$ cat src/rtl/eth_rx_frame_ctrl.sv
// eth_rx_frame_ctrl: read-side frame sequencer for the Ethernet RX buffer.
// Pops buffer words into a one-entry output register towards the uDMA RX
// channel, truncates frames at the programmed buffer size, and reports
// per-frame length / error / overflow with a one-cycle done pulse.
module eth_rx_frame_ctrl #(
  parameter int LEN_W = 16
) (
  input  logic             clk_i,
  input  logic             rst_i,
  input  logic             cfg_start_i,
  input  logic [LEN_W-1:0] cfg_size_i,
  input  logic             cfg_abort_i,
  input  logic [31:0]      s_data_i,
  input  logic [1:0]       s_byte_count_i,
  input  logic             s_last_i,
  input  logic             s_user_i,
  input  logic             s_valid_i,
  output logic             s_ready_o,
  output logic [31:0]      udma_data_o,
  output logic             udma_valid_o,
  input  logic             udma_ready_i,
  output logic             busy_o,
  output logic             done_o,
  output logic [LEN_W-1:0] rx_len_o,
  output logic             err_user_o,
  output logic             err_ovf_o
);

  typedef enum logic [1:0] {IDLE, RUN, DROP, DONE} state_t;

  // Per-frame status snapshot, published at frame completion.
  typedef struct packed {
    logic [LEN_W-1:0] len;
    logic             user;
    logic             ovf;
  } status_t;

  state_t           state_q, state_d;
  logic [LEN_W-1:0] rem_q, rem_d;
  status_t          acc_q, acc_d, stat_q;
  logic             got_q, got_d;   // at least one word accepted this frame
  logic             out_vld_q;
  logic [31:0]      out_data_q;

  logic             accept;
  logic             load_out;
  logic [2:0]       add_bytes;
  logic [LEN_W:0]   len_sum;
  logic [LEN_W-1:0] len_sat;
  logic [LEN_W:0]   size_p3;

  // ceil(size/4) via (size+3)>>2, widened so the +3 cannot wrap.
  assign size_p3   = {1'b0, cfg_size_i} + (LEN_W+1)'(3);

  // Byte count of a last word is 1..4 with 0 meaning 4; other words are full.
  assign add_bytes = (s_last_i && s_byte_count_i != 2'd0) ? {1'b0, s_byte_count_i} : 3'd4;
  assign len_sum   = {1'b0, acc_q.len} + (LEN_W+1)'(add_bytes);
  assign len_sat   = len_sum[LEN_W] ? '1 : len_sum[LEN_W-1:0];

  // Pop strobe depends only on state and the output register, never on s_valid_i.
  always_comb begin
    s_ready_o = 1'b0;
    case (state_q)
      RUN:     s_ready_o = !out_vld_q || udma_ready_i;
      DROP:    s_ready_o = 1'b1;
      default: s_ready_o = 1'b0;
    endcase
  end

  assign accept   = s_valid_i && s_ready_o;
  assign load_out = accept && (state_q == RUN);

  // Next-state and accumulator update.
  always_comb begin
    state_d = state_q;
    rem_d   = rem_q;
    acc_d   = acc_q;
    got_d   = got_q;
    case (state_q)
      IDLE: begin
        if (cfg_start_i && cfg_size_i != '0) begin
          rem_d   = LEN_W'(size_p3[LEN_W:2]);
          acc_d   = '0;
          got_d   = 1'b0;
          state_d = RUN;
        end
      end
      RUN: begin
        if (accept) begin
          acc_d.len  = len_sat;
          acc_d.user = acc_q.user | s_user_i;
          rem_d      = rem_q - LEN_W'(1);
          got_d      = 1'b1;
        end
        if (accept && s_last_i) begin
          // A simultaneous abort still marks the frame as truncated.
          if (cfg_abort_i) acc_d.ovf = 1'b1;
          state_d = DONE;
        end else if (accept && rem_q == LEN_W'(1)) begin
          acc_d.ovf = 1'b1;
          state_d   = DROP;
        end else if (cfg_abort_i) begin
          if (got_q || accept) begin
            acc_d.ovf = 1'b1;
            state_d   = DROP;
          end else begin
            state_d = IDLE;
          end
        end
      end
      DROP: begin
        if (accept) begin
          acc_d.len  = len_sat;
          acc_d.user = acc_q.user | s_user_i;
          if (s_last_i) state_d = DONE;
        end
      end
      DONE: begin
        if (!out_vld_q) state_d = IDLE;
      end
      default: state_d = IDLE;
    endcase
  end

  // Frame completes once the last forwarded word has left the output register.
  assign done_o = (state_q == DONE) && !out_vld_q;

  // Control state and accumulators.
  always_ff @(posedge clk_i or posedge rst_i) begin
    if (rst_i) begin
      state_q <= IDLE;
      rem_q   <= '0;
      acc_q   <= '0;
      got_q   <= 1'b0;
    end else begin
      state_q <= state_d;
      rem_q   <= rem_d;
      acc_q   <= acc_d;
      got_q   <= got_d;
    end
  end

  // One-entry output register; a held word stays until the uDMA takes it.
  always_ff @(posedge clk_i or posedge rst_i) begin
    if (rst_i) begin
      out_vld_q  <= 1'b0;
      out_data_q <= '0;
    end else if (load_out) begin
      out_vld_q  <= 1'b1;
      out_data_q <= s_data_i;
    end else if (udma_ready_i) begin
      out_vld_q  <= 1'b0;
    end
  end

  // Status holds until the next completed frame.
  always_ff @(posedge clk_i or posedge rst_i) begin
    if (rst_i)       stat_q <= '0;
    else if (done_o) stat_q <= acc_q;
  end

  assign udma_data_o  = out_data_q;
  assign udma_valid_o = out_vld_q;
  assign busy_o       = (state_q != IDLE);
  assign rx_len_o     = stat_q.len;
  assign err_user_o   = stat_q.user;
  assign err_ovf_o    = stat_q.ovf;

endmodule

$ cat config.mk
export PLATFORM = sky130hd
export DESIGN_NAME = eth_rx_frame_ctrl
export DESIGN_NICKNAME = d
export VERILOG_FILES = /design/src/rtl/eth_rx_frame_ctrl.sv
export SDC_FILE = /design/constraint.sdc
export NUM_CORES = 1
export LEC_CHECK = 0
export ABC_CLOCK_PERIOD_IN_PS = 5440
export BUFFER_PORTS_ARGS = -buffer_cell sky130_fd_sc_hd__buf_4
export CORE_AREA = 4 4 115 117
export CTS_BUF_LIST = sky130_fd_sc_hd__clkbuf_8
export CTS_CLUSTER_SIZE = 12
export DETAILED_ROUTE_END_ITERATION = 6
export DIE_AREA = 0 0 119 121
export MAX_ROUTING_LAYER = met4
export SLEW_MARGIN = 20
export SYNTH_ARGS = -nofsm -noshare
export SYNTH_HDL_FRONTEND = slang
export SYNTH_SLANG_ARGS = --single-unit
export TNS_END_PERCENT = 100
$ cat constraint.sdc
create_clock -name clk_i -period 5.44 [get_ports clk_i]
set_clock_uncertainty 0.05 [all_clocks]
set_input_delay 1.088 -clock clk_i [delete_from_list [all_inputs] [get_ports clk_i]]
set_output_delay 1.088 -clock clk_i [all_outputs]
set_load 0.005 [all_outputs]
==> results.py, run 1 <==
metrics = {
    "status": {
        "status": "complete, no violations",
    },
    "hold_path": {
        "min_path_cells": 1,
        "min_to": "got_q",
        "min_path_type": "reg -> reg",
        "min-delay-start": "got_q",
    },
    "timing": {
        "slew_headroom": 0.445,
        "period_share": 0.578,
        "hold_viol_final": 0,
        "worst_pin_slew_ns": 0.831,
        "report.final.slew_viol_count": 0,
        "grt_setup_unrepaired": "false",
        "tns_ns": 0,
        "setup_viol_count_final": 0,
        "fin_crit_ns": 3.14,
        "fmax_mhz": 318,
    },
    "placement": {
        "dpl.hpwl_um": 8900,
        "portBuffers": 111,
        "gp_congestion": 0.859,
    },
    "clocking": {
        "cts.sink_count": 88,
        "cts_tree": "built",
        "cts_resized": 0,
        "holdBufCountCts": 0,
        "clock_path_buffers": 2,
        "clockRootBuffer": "clkbuf_8",
        "cts-htree-levels": 3,
        "clock_latency_ns": 0.37,
        "postCtsSetupBuffers": 0,
        "numCtsBuffers": 9,
        "clk_pin_slew_ns": 0.08,
    },
    "layout": {
        "multi_input_area_um2": 2410,
        "layout-drive-gt1-share": 0.261,
        "diodes": 0,
        "fin_nets": 700,
        "areaGrowthSynthToFinish_pct": 25.0,
        "fill_cells": 1221,
        "final_core_util": 0.481,
        "final-seq-area_um2": 2200,
    },
    "grt": {
        "grt_pass1_wl_um": 20200,
        "grt_antenna_before_repair": 0,
        "grt_pass1_vias": 4123,
        "grt_use_total": 0.177,
        "grt_overflow": 0,
        "grt_max_degree": 48,
    },
    "critical_path": {
        "cpMaxStageDelayCell": "ha_2",
        "reg2regPathDepth": 8,
        "path_class": "reg -> out",
        "cp.required_ns": 4.30,
        "slowest_delay_ns": 0.59,
        "reg2reg_slack_ns": 2.41,
        "r2r_end": "rem_q[4]",
        "critical_path.max_fanout": 33,
        "worst_setup_path_start_kind": "register",
        "critPathCaptureType": "primary output",
        "cp_data_arrival_time_ns": 2.00,
        "crit_path_cell_trace": "inv_1 > ha_2 > a21oi_1 > nor2_1 > buf_4",
    },
    "routing": {
        "drt-total-wl_um": 12200,
        "wl_per_cell_um": 15.1,
        "dr_total_vias": 4187,
        "viasPerCell": 5.19,
        "drc": 0,
        "dr.pass1.iters": 5,
        "drt_iter0_drc": 314,
        "ant_nets": 0,
    },
    "yosys": {
        "post-synth-top-area-cell": "dfrtp_1",
        "synth.most_common_cell": "nand2_1",
        "syn-mean-instance-area_um2": 9.06,
        "synth_nets": 594,
        "synth-edff-count": 0,
        "syn_area_um2": 4760,
        "ys_seq_elements": 88,
        "synth_cells": 525,
        "synth_ff_type": "dfrtp_1",
        "synth_top_area_share": 0.463,
        "seq_area_frac_synth": 0.463,
        "synth-async-reset-ratio": 1.00,
        "yosys-top-cells-area": "dfrtp_1 (46%), nand2_1 (10%), mux2_2 (3.6%)",
        "synth_common_cells": "nand2_1 (131), dfrtp_1 (88), nor2_1 (34)",
        "yosysWarnings": 0,
        "synth_cell_types": 68,
    },
    "job": {
        "drv_cap": 0,
    },
    "floorplanning": {
        "die_w_um": 119,
        "fp.dieH_um": 121,
        "core_um2": 12400,
        "die_area_um2": 14400,
        "initial_utilization": 0.385,
        "io_pins": 112,
        "rows": 41,
    },
    "power_and_ir_drop": {
        "power_density_nw_per_um2": 471,
        "vdd_drop_max_mv": 0.153,
        "cellLeakagePower_nw": 2.87,
    },
}
## where the power goes
group          internal, mW  total (mW)  switching (mW)
registers             0.874        1.04           0.170
clock network         0.213       0.444           0.231
logic                 0.582        1.31           0.728
## kinds of logic after synthesis
| family | count (synthesis) | synth area share |
|---|---|---|
| buffers and inverters | 36 | 0.0305 |
| DFF | 88 | 0.463 |
| and+or+nand+nor | 253 | 0.249 |
| adders and majority gates | 11 | 0.0305 |
| xor gates and xnor gates | 10 | 0.0184 |
| AOI/OAI and AO/OA | 110 | 0.169 |
| muxes | 17 | 0.0397 |
## how the worst max path moves through the flow
stage          depth (start not counted)   endpoint           start
3_5_place_dp                           7   acc_q[9]        register
2_1_floorplan                          1  async pin           rst_i
6_report                               5  s_ready_o        register
3_3_place_gp                           6   acc_q[1]  cfg_size_i[14]
5_1_grt                                5  s_ready_o        register
4_1_cts                                5  s_ready_o        register
## flip-flops by register name (all words and copies together), names as in the netlist, named ones only
signal        flops
acc_q            18
rx_len_o         16
udma_data_o      32
udma_valid_o      1
got_q             1
err_ovf_o         1
state_q           1
err_user_o        1
rem_q            16
## worst max-delay path, delay by kind of cell (launching register included)
family                     cells  cell delay (ns)
adders and majority gates      1             0.59
AOI/OAI and AO/OA              1             0.20
and+or+nand+nor                1             0.15
buffers and inverters          2             0.27
DFF                            1             0.42
## layer usage
metal  part of all wire  global-route usage
met1               0.43               0.222
met2               0.50               0.287
met3              0.046              0.0322
met4              0.019              0.0681
met5                  0                   -
## area by class of cell
cell class	instances	area share
clock inverter	2	0.00210
sequential	88	0.370
timing repair buffer	115	0.145
multi-input combinational	401	0.406
tap	172	0.0362
inverter	16	0.0103
clock buffer	13	0.0301
## through the flow
stage,instance area (um^2),cells,total power [mW],hold WS [ns],setup WS (ns)
finish,5950,807,2.80,0.426,2.30
floorplan,4760,525,1.88,0.394,2.02
CTS,5950,807,2.83,0.431,1.88
global placement,5750,792,2.34,0.407,1.98
detailed placement,5750,792,2.38,0.411,1.90
global route,5950,807,3.04,0.460,2.11
## cell usage in the layout (no fill, tap or decap), types with 3 or more instances in the layout
cell / n
a211oi_1: 3
o21ai_0: 22
or3_1: 4
xor2_1: 7
nor2_1: 33
xnor2_1: 3
nor4_1: 9
mux2_2: 15
buf_4: 115
nand2_1: 131
nor3_1: 15
nand3_1: 15
or2_2: 3
a21oi_1: 22
nand4_1: 6
dfrtp_1: 88
nor3b_1: 3
o31ai_1: 6
and4_1: 4
and2_1: 4
o211ai_1: 4
nand2b_1: 9
o21bai_1: 3
o21a_1: 4
ha_1: 9
o22ai_1: 8
clkbuf_8: 13
inv_1: 14
or4_1: 5
a21o_1: 4
o32ai_1: 4
and3_1: 3
(Power assumes the default switching activity.)
==> inputs of run 2 (changes only) <==
ABC_CLOCK_PERIOD_IN_PS = 3150   (was 5440)
clock period = 3.15 ns   (was 5.44 ns; I/O delays follow)
==> run 2 against run 1 <==
  * Sequential cell count unchanged
  * Via count grew 0.57%
  * Critical path depth is 4 higher
  * Sequential power up 73%
  * Non-clock buffer count grew 10
  * Highest routed layer unchanged
  * Register-to-register slack got worse by 1.8 ns
==> results.py, run 2 (synthesis gave the netlist of run 1 again) <==
metrics = {
    "placement": {
        "portBuffers": 111,
        "dpl_cell_area_um2": 5850,
        "dpl.hpwl_um": 9000,
        "placed_cells": 802,
        "gp_congestion": 0.853,
        "post-place-ws_ns": 0.187,
    },
    "critical_path": {
        "cp.required_ns": 3.35,
        "critical_path.max_fanout": 7,
        "critPathCaptureType": "register",
        "path_class": "in -> reg",
        "cp_data_arrival_time_ns": 2.80,
        "worst_setup_path_start_kind": "primary input",
    },
    "timing": {
        "period_share": 0.824,
        "hold_viol_final": 0,
        "setup_viol_count_final": 0,
        "whs_ns": 0.291,
        "grt_setup_unrepaired": "false",
        "fin_crit_ns": 2.60,
        "worst_pin_slew_ns": 0.766,
        "fmax_mhz": 385,
        "slew_headroom": 0.489,
        "report.final.slew_viol_count": 0,
        "tns_ns": 0,
        "layout_setup_ws_ns": 0.553,
    },
    "grt": {
        "grt_pass1_wl_um": 20500,
        "grt_use_total": 0.179,
        "grt_overflow": 0,
        "grt_max_degree": 54,
        "grt_antenna_before_repair": 0,
        "grt_pass1_vias": 4166,
    },
    "floorplanning": {
        "core_um2": 12400,
        "rows": 41,
        "io_pins": 112,
        "initial_utilization": 0.385,
        "die_w_um": 119,
        "fp.dieH_um": 121,
        "die_area_um2": 14400,
    },
    "routing": {
        "wl_per_cell_um": 14.9,
        "dr.pass1.iters": 4,
        "drt_iter0_drc": 246,
        "drc": 0,
        "drt-total-wl_um": 12200,
        "ant_nets": 0,
        "dr_total_vias": 4211,
        "viasPerCell": 5.16,
    },
    "layout": {
        "layout-drive-gt1-share": 0.272,
        "stdcell_count": 816,
        "diodes": 0,
        "final_common_cell": "nand2_1",
        "fin_nets": 710,
        "largest_reg_flops": 32,
        "layout_common_cells": "nand2_1 (131), buf_4 (124), dfrtp_1 (88), nor2_1 (33)",
        "areaGrowthSynthToFinish_pct": 28.0,
        "postLayoutCellArea_um2": 6090,
    },
    "clocking": {
        "postCtsSetupBuffers": 0,
        "clock_path_buffers": 2,
        "numCtsBuffers": 9,
        "clk_pin_slew_ns": 0.09,
        "cts-htree-levels": 3,
        "clock_latency_ns": 0.36,
        "cts.sink_count": 88,
        "holdBufCountCts": 0,
        "cts_tree": "built",
        "clockRootBuffer": "clkbuf_8",
        "cts_resized": 0,
    },
    "job": {
        "drv_cap": 0,
    },
    "power_and_ir_drop": {
        "cellLeakagePower_nw": 2.94,
        "vdd_drop_max_mv": 0.326,
        "power_density_nw_per_um2": 840,
    },
    "hold_path": {
        "min_path_type": "in -> async",
    },
    "status": {
        "status": "complete, no violations",
    },
}
==> run 2: area by class of cell <==
type	count	area, um^2
inverters	16	61.3
multi-input cells	401	2420
flip-flops and latches	88	2200
fillers	1186	6270
well taps	172	215
repair buffers	125	951
clock buffers	11	151
clock inverters	3	90.1
==> run 2: final timing paths <==
| kind | from | endpoint | slack [ns] | depth (start not counted) |
|---|---|---|---|---|
| setup reg to reg | rem_q[6] | register | 0.61 | 5 |
| max in group asynchronous | rst_i | acc_q[0] | 2.05 | 3 |
| hold reg to reg | got_q | got_q | 0.42 | 1 |
| setup / recovery | s_last_i | acc_q[13] | 0.55 | 9 |
| min in group clk_i | s_data_i[15] | udma_data_o[15] | 0.41 | 3 |
| hold / removal | rst_i | udma_data_o[17] | 0.29 | 2 |
==> run 2: critical path, stage by stage <==
cell,delay (ns)
buf_4,0.13
and2_1,0.14
ha_1,0.22
fa_1,0.41
a21o_1,0.22
and4_1,0.26
and3_1,0.28
o41a_1,0.33
o22a_1,0.18
==> run 2: through the flow <==
stage          total power, mW  utilization
4_1_cts                   5.18        0.492
2_1_floorplan             3.25            -
3_3_place_gp              4.12        0.473
6_report                  5.11        0.492
5_1_grt                   5.55        0.492
3_5_place_dp              4.21        0.473
==> run 2: layer usage <==
metal | share of wire | global-route usage
met1 | 0.45 | 0.225
met3 | 0.032 | 0.0298
met5 | 0 | -
met2 | 0.51 | 0.300
met4 | 0.011 | 0.0514
==> run 2: power by group <==
group          switching, mW  total, mW  internal (mW)  leakage, nW
Sequential             0.294       1.80           1.51         1.14
Clock                  0.391      0.953          0.562        0.121
Combinational           1.28       2.36           1.08         1.68
Total                   1.96       5.11           3.15         2.94
